<file path="src/rtl/gen_fifo_rd_rqstr_pkg.sv">
// Shared width helpers for the multi-channel read requester.
// Count widths are sized to hold the full range 0..N inclusive.
package gen_fifo_rd_rqstr_pkg;

    function automatic int cnt_w(input int n);
        return $clog2(n + 1);
    endfunction

    function automatic int ch_w(input int ch_n);
        return (ch_n > 1) ? $clog2(ch_n) : 1;
    endfunction

    function automatic int pnd_w(input int pnd_n);
        return cnt_w(pnd_n);
    endfunction

    function automatic int outs_w(input int outs_n);
        return cnt_w(outs_n);
    endfunction

    function automatic int rsp_w(input int rsp_depth);
        return cnt_w(rsp_depth);
    endfunction

endpackage

</file>
<file path="src/rtl/gen_fifo_rd_rqstr_rsp_buf.sv">
// Show-ahead single-clock response FIFO with occupancy count.
// The caller qualifies push; pop on an empty buffer is ignored.
module gen_fifo_rd_rqstr_rsp_buf
    import gen_fifo_rd_rqstr_pkg::*;
#(
    parameter int DEPTH = 8,
    parameter int WIDTH = 6,
    localparam int CNT_W = cnt_w(DEPTH)
) (
    input  logic             clk,
    input  logic             rst_n,
    input  logic             push,
    input  logic [WIDTH-1:0] push_dat,
    input  logic             pop,
    output logic             vld,
    output logic [WIDTH-1:0] head_dat,
    output logic [CNT_W-1:0] count
);

    localparam int AW = (DEPTH > 1) ? $clog2(DEPTH) : 1;

    logic [WIDTH-1:0] mem [DEPTH];
    logic [AW-1:0]    wr_ptr;
    logic [AW-1:0]    rd_ptr;
    logic             do_pop;

    assign vld      = count != '0;
    assign do_pop   = pop && vld;
    assign head_dat = mem[rd_ptr];

    always_ff @(posedge clk or negedge rst_n) begin
        if (!rst_n) begin
            for (int i = 0; i < DEPTH; i++) mem[i] <= '0;
            wr_ptr <= '0;
            rd_ptr <= '0;
            count  <= '0;
        end else begin
            if (push) begin
                mem[wr_ptr] <= push_dat;
                wr_ptr      <= wr_ptr + AW'(1);
            end
            if (do_pop) rd_ptr <= rd_ptr + AW'(1);
            unique case ({push, do_pop})
                2'b10:   count <= count + CNT_W'(1);
                2'b01:   count <= count - CNT_W'(1);
                default: ;
            endcase
        end
    end

endmodule

</file>
<file path="src/rtl/gen_fifo_rd_rqstr.sv">
// Multi-channel read requester: round-robin request issue with
// buffer-space reservation and a shared response buffer.
module gen_fifo_rd_rqstr
    import gen_fifo_rd_rqstr_pkg::*;
#(
    parameter int CH_N      = 4,
    parameter int DAT_W     = 4,
    parameter int PND_N     = 8,
    parameter int OUTS_N    = 4,
    parameter int RSP_DEPTH = 8,
    localparam int CH_W   = ch_w(CH_N),
    localparam int PND_W  = pnd_w(PND_N),
    localparam int OUTS_W = outs_w(OUTS_N),
    localparam int RSP_W  = rsp_w(RSP_DEPTH)
) (
    input  logic                   clk,
    input  logic                   rst_n,
    input  logic [CH_N-1:0]        usr_dmd_vec,
    input  logic [CH_N-1:0]        usr_clr_vec,
    input  logic [CH_N-1:0]        fc_vec_rqst_rdy_n,
    output logic                   rd_rqst,
    output logic [CH_W-1:0]        rd_ch_num,
    input  logic                   rsp_vld,
    input  logic [CH_W-1:0]        rsp_ch_num,
    input  logic [DAT_W-1:0]       rsp_dat,
    output logic                   out_vld,
    output logic [CH_W-1:0]        out_ch_num,
    output logic [DAT_W-1:0]       out_dat,
    input  logic                   out_rdy,
    output logic [CH_N*PND_W-1:0]  sts_vec_pnd_count,
    output logic [CH_N*OUTS_W-1:0] sts_vec_outs_count,
    output logic [RSP_W-1:0]       sts_rsp_count,
    output logic [CH_N-1:0]        err_vec_dmd_ovfl,
    output logic [CH_N-1:0]        err_vec_rsp_unxp,
    output logic                   err_rsp_ovfl
);

    typedef struct packed {
        logic [CH_W-1:0]  ch_num;
        logic [DAT_W-1:0] dat;
    } rsp_ent_t;

    logic [PND_W-1:0]  pnd  [CH_N];
    logic [OUTS_W-1:0] outs [CH_N];
    logic [CH_W-1:0]   rr_ptr;
    logic [CH_N-1:0]   elig;
    logic [CH_N-1:0]   gnt_vec;
    logic [CH_N-1:0]   rsp_hit;
    logic [CH_N-1:0]   rsp_dec;
    logic [CH_W:0]     pick;
    logic              space_ok;
    logic              gnt_vld;
    logic              buf_full;
    logic              pop;
    logic              push;
    int                outs_total;
    rsp_ent_t          push_ent;
    rsp_ent_t          head_ent;

    // Nearest requester after ptr, wrapping; MSB flags a hit.
    function automatic logic [CH_W:0] rr_pick(
        input logic [CH_N-1:0] req,
        input logic [CH_W-1:0] ptr
    );
        logic [CH_W:0] res;
        int best;
        int d;
        res  = '0;
        best = CH_N;
        for (int c = 0; c < CH_N; c++) begin
            d = (c + 2 * CH_N - int'(ptr) - 1) % CH_N;
            if (req[c] && d < best) begin
                best = d;
                res  = {1'b1, CH_W'(c)};
            end
        end
        return res;
    endfunction

    always_comb begin
        outs_total = 0;
        elig       = '0;
        rsp_hit    = '0;
        rsp_dec    = '0;
        gnt_vec    = '0;
        for (int c = 0; c < CH_N; c++) begin
            outs_total += int'(outs[c]);
            elig[c] = (pnd[c] != '0) && !fc_vec_rqst_rdy_n[c] &&
                      (outs[c] < OUTS_W'(OUTS_N)) && !usr_clr_vec[c];
            rsp_hit[c] = rsp_vld && (rsp_ch_num == CH_W'(c));
            rsp_dec[c] = rsp_hit[c] && (outs[c] != '0);
        end
        space_ok = (outs_total + int'(sts_rsp_count)) < RSP_DEPTH;
        pick     = rr_pick(elig, rr_ptr);
        gnt_vld  = pick[CH_W] && space_ok;
        for (int c = 0; c < CH_N; c++)
            gnt_vec[c] = gnt_vld && (pick[CH_W-1:0] == CH_W'(c));
    end

    assign pop      = out_vld && out_rdy;
    assign buf_full = sts_rsp_count == RSP_W'(RSP_DEPTH);
    assign push     = rsp_vld && (!buf_full || pop);
    assign push_ent = '{ch_num: rsp_ch_num, dat: rsp_dat};

    gen_fifo_rd_rqstr_rsp_buf #(
        .DEPTH (RSP_DEPTH),
        .WIDTH ($bits(rsp_ent_t))
    ) u_rsp_buf (
        .clk      (clk),
        .rst_n    (rst_n),
        .push     (push),
        .push_dat (push_ent),
        .pop      (pop),
        .vld      (out_vld),
        .head_dat (head_ent),
        .count    (sts_rsp_count)
    );

    assign out_ch_num = head_ent.ch_num;
    assign out_dat    = head_ent.dat;

    always_comb begin
        sts_vec_pnd_count  = '0;
        sts_vec_outs_count = '0;
        for (int c = 0; c < CH_N; c++) begin
            sts_vec_pnd_count[c*PND_W +: PND_W]    = pnd[c];
            sts_vec_outs_count[c*OUTS_W +: OUTS_W] = outs[c];
        end
    end

    always_ff @(posedge clk or negedge rst_n) begin
        if (!rst_n) begin
            for (int c = 0; c < CH_N; c++) begin
                pnd[c]  <= '0;
                outs[c] <= '0;
            end
            rr_ptr           <= CH_W'(CH_N - 1);
            rd_rqst          <= 1'b0;
            rd_ch_num        <= '0;
            err_vec_dmd_ovfl <= '0;
            err_vec_rsp_unxp <= '0;
            err_rsp_ovfl     <= 1'b0;
        end else begin
            rd_rqst      <= gnt_vld;
            err_rsp_ovfl <= rsp_vld && !push;
            if (gnt_vld) begin
                rd_ch_num <= pick[CH_W-1:0];
                rr_ptr    <= pick[CH_W-1:0];
            end
            for (int c = 0; c < CH_N; c++) begin
                err_vec_dmd_ovfl[c] <= usr_dmd_vec[c] && !usr_clr_vec[c] &&
                                       !gnt_vec[c] && (pnd[c] == PND_W'(PND_N));
                err_vec_rsp_unxp[c] <= rsp_hit[c] && (outs[c] == '0);
                if (usr_clr_vec[c]) begin
                    pnd[c] <= '0;
                end else begin
                    unique case ({usr_dmd_vec[c], gnt_vec[c]})
                        2'b10: if (pnd[c] != PND_W'(PND_N))
                                   pnd[c] <= pnd[c] + PND_W'(1);
                        2'b01: pnd[c] <= pnd[c] - PND_W'(1);
                        default: ;
                    endcase
                end
                unique case ({gnt_vec[c], rsp_dec[c]})
                    2'b10:   outs[c] <= outs[c] + OUTS_W'(1);
                    2'b01:   outs[c] <= outs[c] - OUTS_W'(1);
                    default: ;
                endcase
            end
        end
    end

endmodule

</file>
<file path="config.mk">
export PLATFORM = sky130hd
export DESIGN_NAME = gen_fifo_rd_rqstr
export DESIGN_NICKNAME = d
export VERILOG_FILES = /design/src/rtl/gen_fifo_rd_rqstr_pkg.sv /design/src/rtl/gen_fifo_rd_rqstr_rsp_buf.sv /design/src/rtl/gen_fifo_rd_rqstr.sv
export SDC_FILE = /design/constraint.sdc
export NUM_CORES = 1
export LEC_CHECK = 0
export CAP_MARGIN = 40
export CORE_UTILIZATION = 56
export DETAILED_ROUTE_END_ITERATION = 8
export GPL_ROUTABILITY_DRIVEN = 0
export GPL_TIMING_DRIVEN = 0
export PLACE_DENSITY = 0.88
export SYNTH_ARGS = -nofsm -noshare
export SYNTH_HDL_FRONTEND = slang
export SYNTH_SLANG_ARGS = --single-unit
export TNS_END_PERCENT = 50
</file>
<file path="constraint.sdc">
create_clock -name clk -period 7.75 [get_ports clk]
set_clock_uncertainty 0.1 [all_clocks]
set_input_delay 2.325 -clock clk [delete_from_list [all_inputs] [get_ports clk]]
set_output_delay 2.325 -clock clk [all_outputs]
set_load 0.05 [all_outputs]
</file>
==> out/results.tsv <==
stage	metric	value	unit
status	outcome	finished clean	
power	clock power share	0.104	
yosys	Mapped Cells	489	
worst_setup_path	slowest stage delay, CP	0.53	ns
worst_setup_path	RR Endpoint	sts_vec_pnd_count[15]	
floorplan	core footprint	9950	µm²
global_routing	Total GRT Usage	0.247	
sta	Max Slew Vio Count	0	
worst_setup_path	slowest CP cell	or4b_4	
worst_setup_path	R2R Setup Slk	1.49	ns
worst_setup_path	Critical Path RT	7.94	ns
yosys	Post-Synthesis Cell Area	5860	µm²
finish	final instance area	7070	µm²
detailed_routing	met3 WL post-DR	573	µm
yosys	sequential share of the synthesized area	0.427	
worst_setup_path	Worst path depth	24	
sta	Final period util	0.960	
sta	Setup-failing EPs final	0	
finish	P&R area growth vs syn	20.5	%
worst_setup_path	Critical Path Sink Type	flop	
detailed_routing	M1 wire length	5460	µm
yosys	Mapped Avg Cell Area	12.0	µm²
worst_setup_path	Setup crit start kind	primary input	
sta	Max transition margin	0.385	
place	IO Port Bufs	71	
cts	H-tree depth	3	
yosys	FF+latch count, synth	100	
yosys	YS warnings	0	
worst_setup_path	worst path bufs/invs	3	
global_routing	antenna violations before repair	0	
place	Post-Place Cell Area	6780	µm²
floorplan	# rows	36	
worst_setup_path	worst-path cell chain	clkdlybuf4s50_1 -> or3_4 -> or4b_4 -> ha_1 -> nor3b_1 -> o21ai_0 -> or2_0 -> buf_6 -> o21ai_1 -> ha_2 -> a21oi_1 -> a21oi_1 -> a211oi_2 -> mux2i_4 -> nor2_2 -> inv_2 -> nor2_2 -> ha_1 -> a21o_1 -> a21o_1 -> and3b_1 -> mux2i_1 -> nand4_1 -> o31ai_1	
power	part of the power in combinational logic	0.605	
yosys	Post-synth EDFFs	0	
cts	Worst-path clk slew	0.10	ns
worst_setup_path	Top delay family on crit path	simple AND/OR/NAND/NOR gates	
finish	fin nets	648	
cts	CTS root buf	clkbuf_8	
cts	CTS tree	done	
floorplan	Die H	104	µm
power	P_int	1.72	mW
power	power density cells	463	nW/µm²
yosys	post-synth top area cell	dfrtp_1	
worst_setup_path	Reg2Reg Depth	27	
hold_path	hold crit path type	reg2reg	
cts	cts bufs inserted	9	
cts	Worst-Skew Late Latency	0.38	ns
yosys	synth cell count leaders	dfrtp_1 (98), mux2_2 (56), ha_1 (32), inv_1 (32), nor2_1 (27)	
power	switching power	1.55	mW
detailed_routing	DR top layer	met4	
detailed_routing	DR WL met2	6290	µm
detailed_routing	DRC viols	0	
worst_setup_path	crit path from	fc_vec_rqst_rdy_n[0]	
power	Sw Ratio	0.475	
worst_setup_path	RR Startpoint	rr_ptr[0]	
detailed_routing	Routed Antenna Nets	0	
sta	Worst-Margin Slew	0.913	ns
cts	Max Root-Sink Buffers	2	
floorplan	die footprint	10900	µm²
worst_setup_path	CP Capture Point	sts_vec_pnd_count[15]	
power	leakage power	3.13	nW
yosys	post-synthesis async set-or-reset flop share	1.00	
detailed_routing	drt pass-1 iters	4	
worst_setup_path	crit path max fanout	10	
floorplan	I/O Pins	73	
finish	ant diodes	0	
sta	Hold Vio Cnt, Final	0	
detailed_routing	drt total wl	12600	µm
power	Flop pwr share	0.291	
finish	layout cells sized above 1	0.213	
yosys	top-count cell post-synth	dfrtp_1	
floorplan	Die X	104	µm
finish	fillers	659	
sta	Final min period	7.44	ns
yosys	Syn Nets	560	
yosys	Yosys top cell area share	0.418	
detailed_routing	DR WL/cell	17.6	µm
yosys	Synth Flop Type	dfrtp_1	
global_routing	vias in the first global route	4228	
worst_setup_path	CP arrival	7.63	ns
place	dpl hpwl	9160	µm
cts	clock sinks	100	
floorplan	Starting Density	0.589	
cts	hold_buf cts	0	
job	max_cap viols	0	
global_routing	grt ovf	0	
global_routing	first-pass GRT wire length	21100	µm
sta	Fmax	134	MHz
power	VDD IR-drop max	0.000340	V
worst_setup_path	Setup CP Type	in2reg	
detailed_routing	vias per cell	5.79	
global_routing	largest net degree at the start of global routing	56	
detailed_routing	drt initial violations	179	
yosys	top cells by area, synth	dfrtp_1 (42%), mux2_2 (11%), ha_1 (6.8%), fa_1 (5.8%), mux4_2 (4.6%)	
power	total power	3.27	mW
detailed_routing	routed vias	4139	
yosys	Distinct cells, synth	66	
-- flip-flops by register name (all words and copies together) (netlist names) --
register and cells:
sts_vec_outs_count 12, u_rsp_buf.wr_ptr 3, rr_ptr 2, err_rsp_ovfl 1, u_rsp_buf.count 4, rd_rqst 1
u_rsp_buf.rd_ptr 3, rd_ch_num 2, err_vec_rsp_unxp 4, err_vec_dmd_ovfl 4, u_rsp_buf.mem 48, sts_vec_pnd_count 16
-- final cells by class --
cell class / instances / area, µm² / area share
Inverter: 34 / 128 / 0.0181
Timing Repair Buffer: 77 / 779 / 0.110
Clock buffer: 9 / 124 / 0.0175
Buffer: 12 / 53.8 / 0.00761
Tap cell: 133 / 166 / 0.0235
Sequential cell: 100 / 2500 / 0.354
Multi-Input combinational cell: 343 / 3230 / 0.457
Clock inverter: 7 / 81.3 / 0.0115
-- routing by layer --
metal,global-route usage,vias up
met3,0.0414,23
li1,-,1925
met1,0.333,2092
met5,0,-
met4,0.0949,0
met2,0.401,99
-- cell families after synthesis --
| family | synth area share |
|---|---|
| AOI/OAI and AO/OA | 0.0853 |
| xor gates and xnor gates | 0.0433 |
| adders and majority gates | 0.126 |
| buffers and inverters | 0.0309 |
| DFF | 0.427 |
| muxes | 0.170 |
| and+or+nand+nor | 0.117 |
-- layout by cell type, fill, tap and decap left out, types with 3 or more instances in the layout --
cell type         n
mux2_2           56
nor3_1           18
clkbuf_1          7
dfrtp_1          98
a22oi_1           4
mux4_2           12
ha_1             31
fa_1             17
or3_1             3
clkdlybuf4s50_1  68
nor2b_1           3
o21ai_1           4
nand3b_1          4
a21o_1           10
xor2_1           16
clkbuf_8          9
nor2_1           25
nand2_1          24
inv_1            32
o21a_1            5
a21oi_1          11
buf_1             3
mux2i_1           6
nand3_1           8
buf_4             4
xnor2_1          13
o21ai_0          10
nor4_1            5
nor3b_1           4
and2_1            3
-- how the worst min path moves through the flow --
stage	startpoint	endpoint	depth (start not counted)
2_1_floorplan	u_rsp_buf.mem[0]	u_rsp_buf.mem[0]	1
6_report	rd_ch_num[0]	rd_ch_num[0]	1
5_1_grt	u_rsp_buf.mem[5]	u_rsp_buf.mem[5]	1
3_5_place_dp	rd_ch_num[0]	rd_ch_num[0]	1
3_3_place_gp	rd_ch_num[0]	rd_ch_num[0]	1
4_1_cts	rd_ch_num[0]	rd_ch_num[0]	1
-- through the flow --
stage          utilization  TNS (ns)  instances  worst slack (ns)  hold slack, ns
2_1_floorplan            -         0        489             0.476           0.374
3_3_place_gp         0.677    -0.930        693            -0.504           0.376
3_5_place_dp         0.681     -1.87        696            -0.642           0.379
4_1_cts              0.703         0        712            0.0476           0.404
5_1_grt              0.710   -0.0460        715           -0.0460           0.424
6_report             0.710         0        715             0.313           0.397
-- power by group through the flow --
stage / registers (mW) / logic (mW) / clock network, mW
after floorplan: 1.12 / 1.21 / 0
after global placement: 0.940 / 1.82 / 0
after detailed placement: 0.954 / 1.93 / 0
after CTS: 0.947 / 1.96 / 0.346
after global routing: 0.983 / 2.15 / 0.368
final: 0.952 / 1.98 / 0.339
-- timing repair --
action / CTS / global route
gates resized for setup: 2 / 13
pin swaps: 0 / 4
endpoints found under the setup margin: 1 / 4
buffers inserted: 0 / 3
Note: power is estimated with default switching activity, not from simulation.
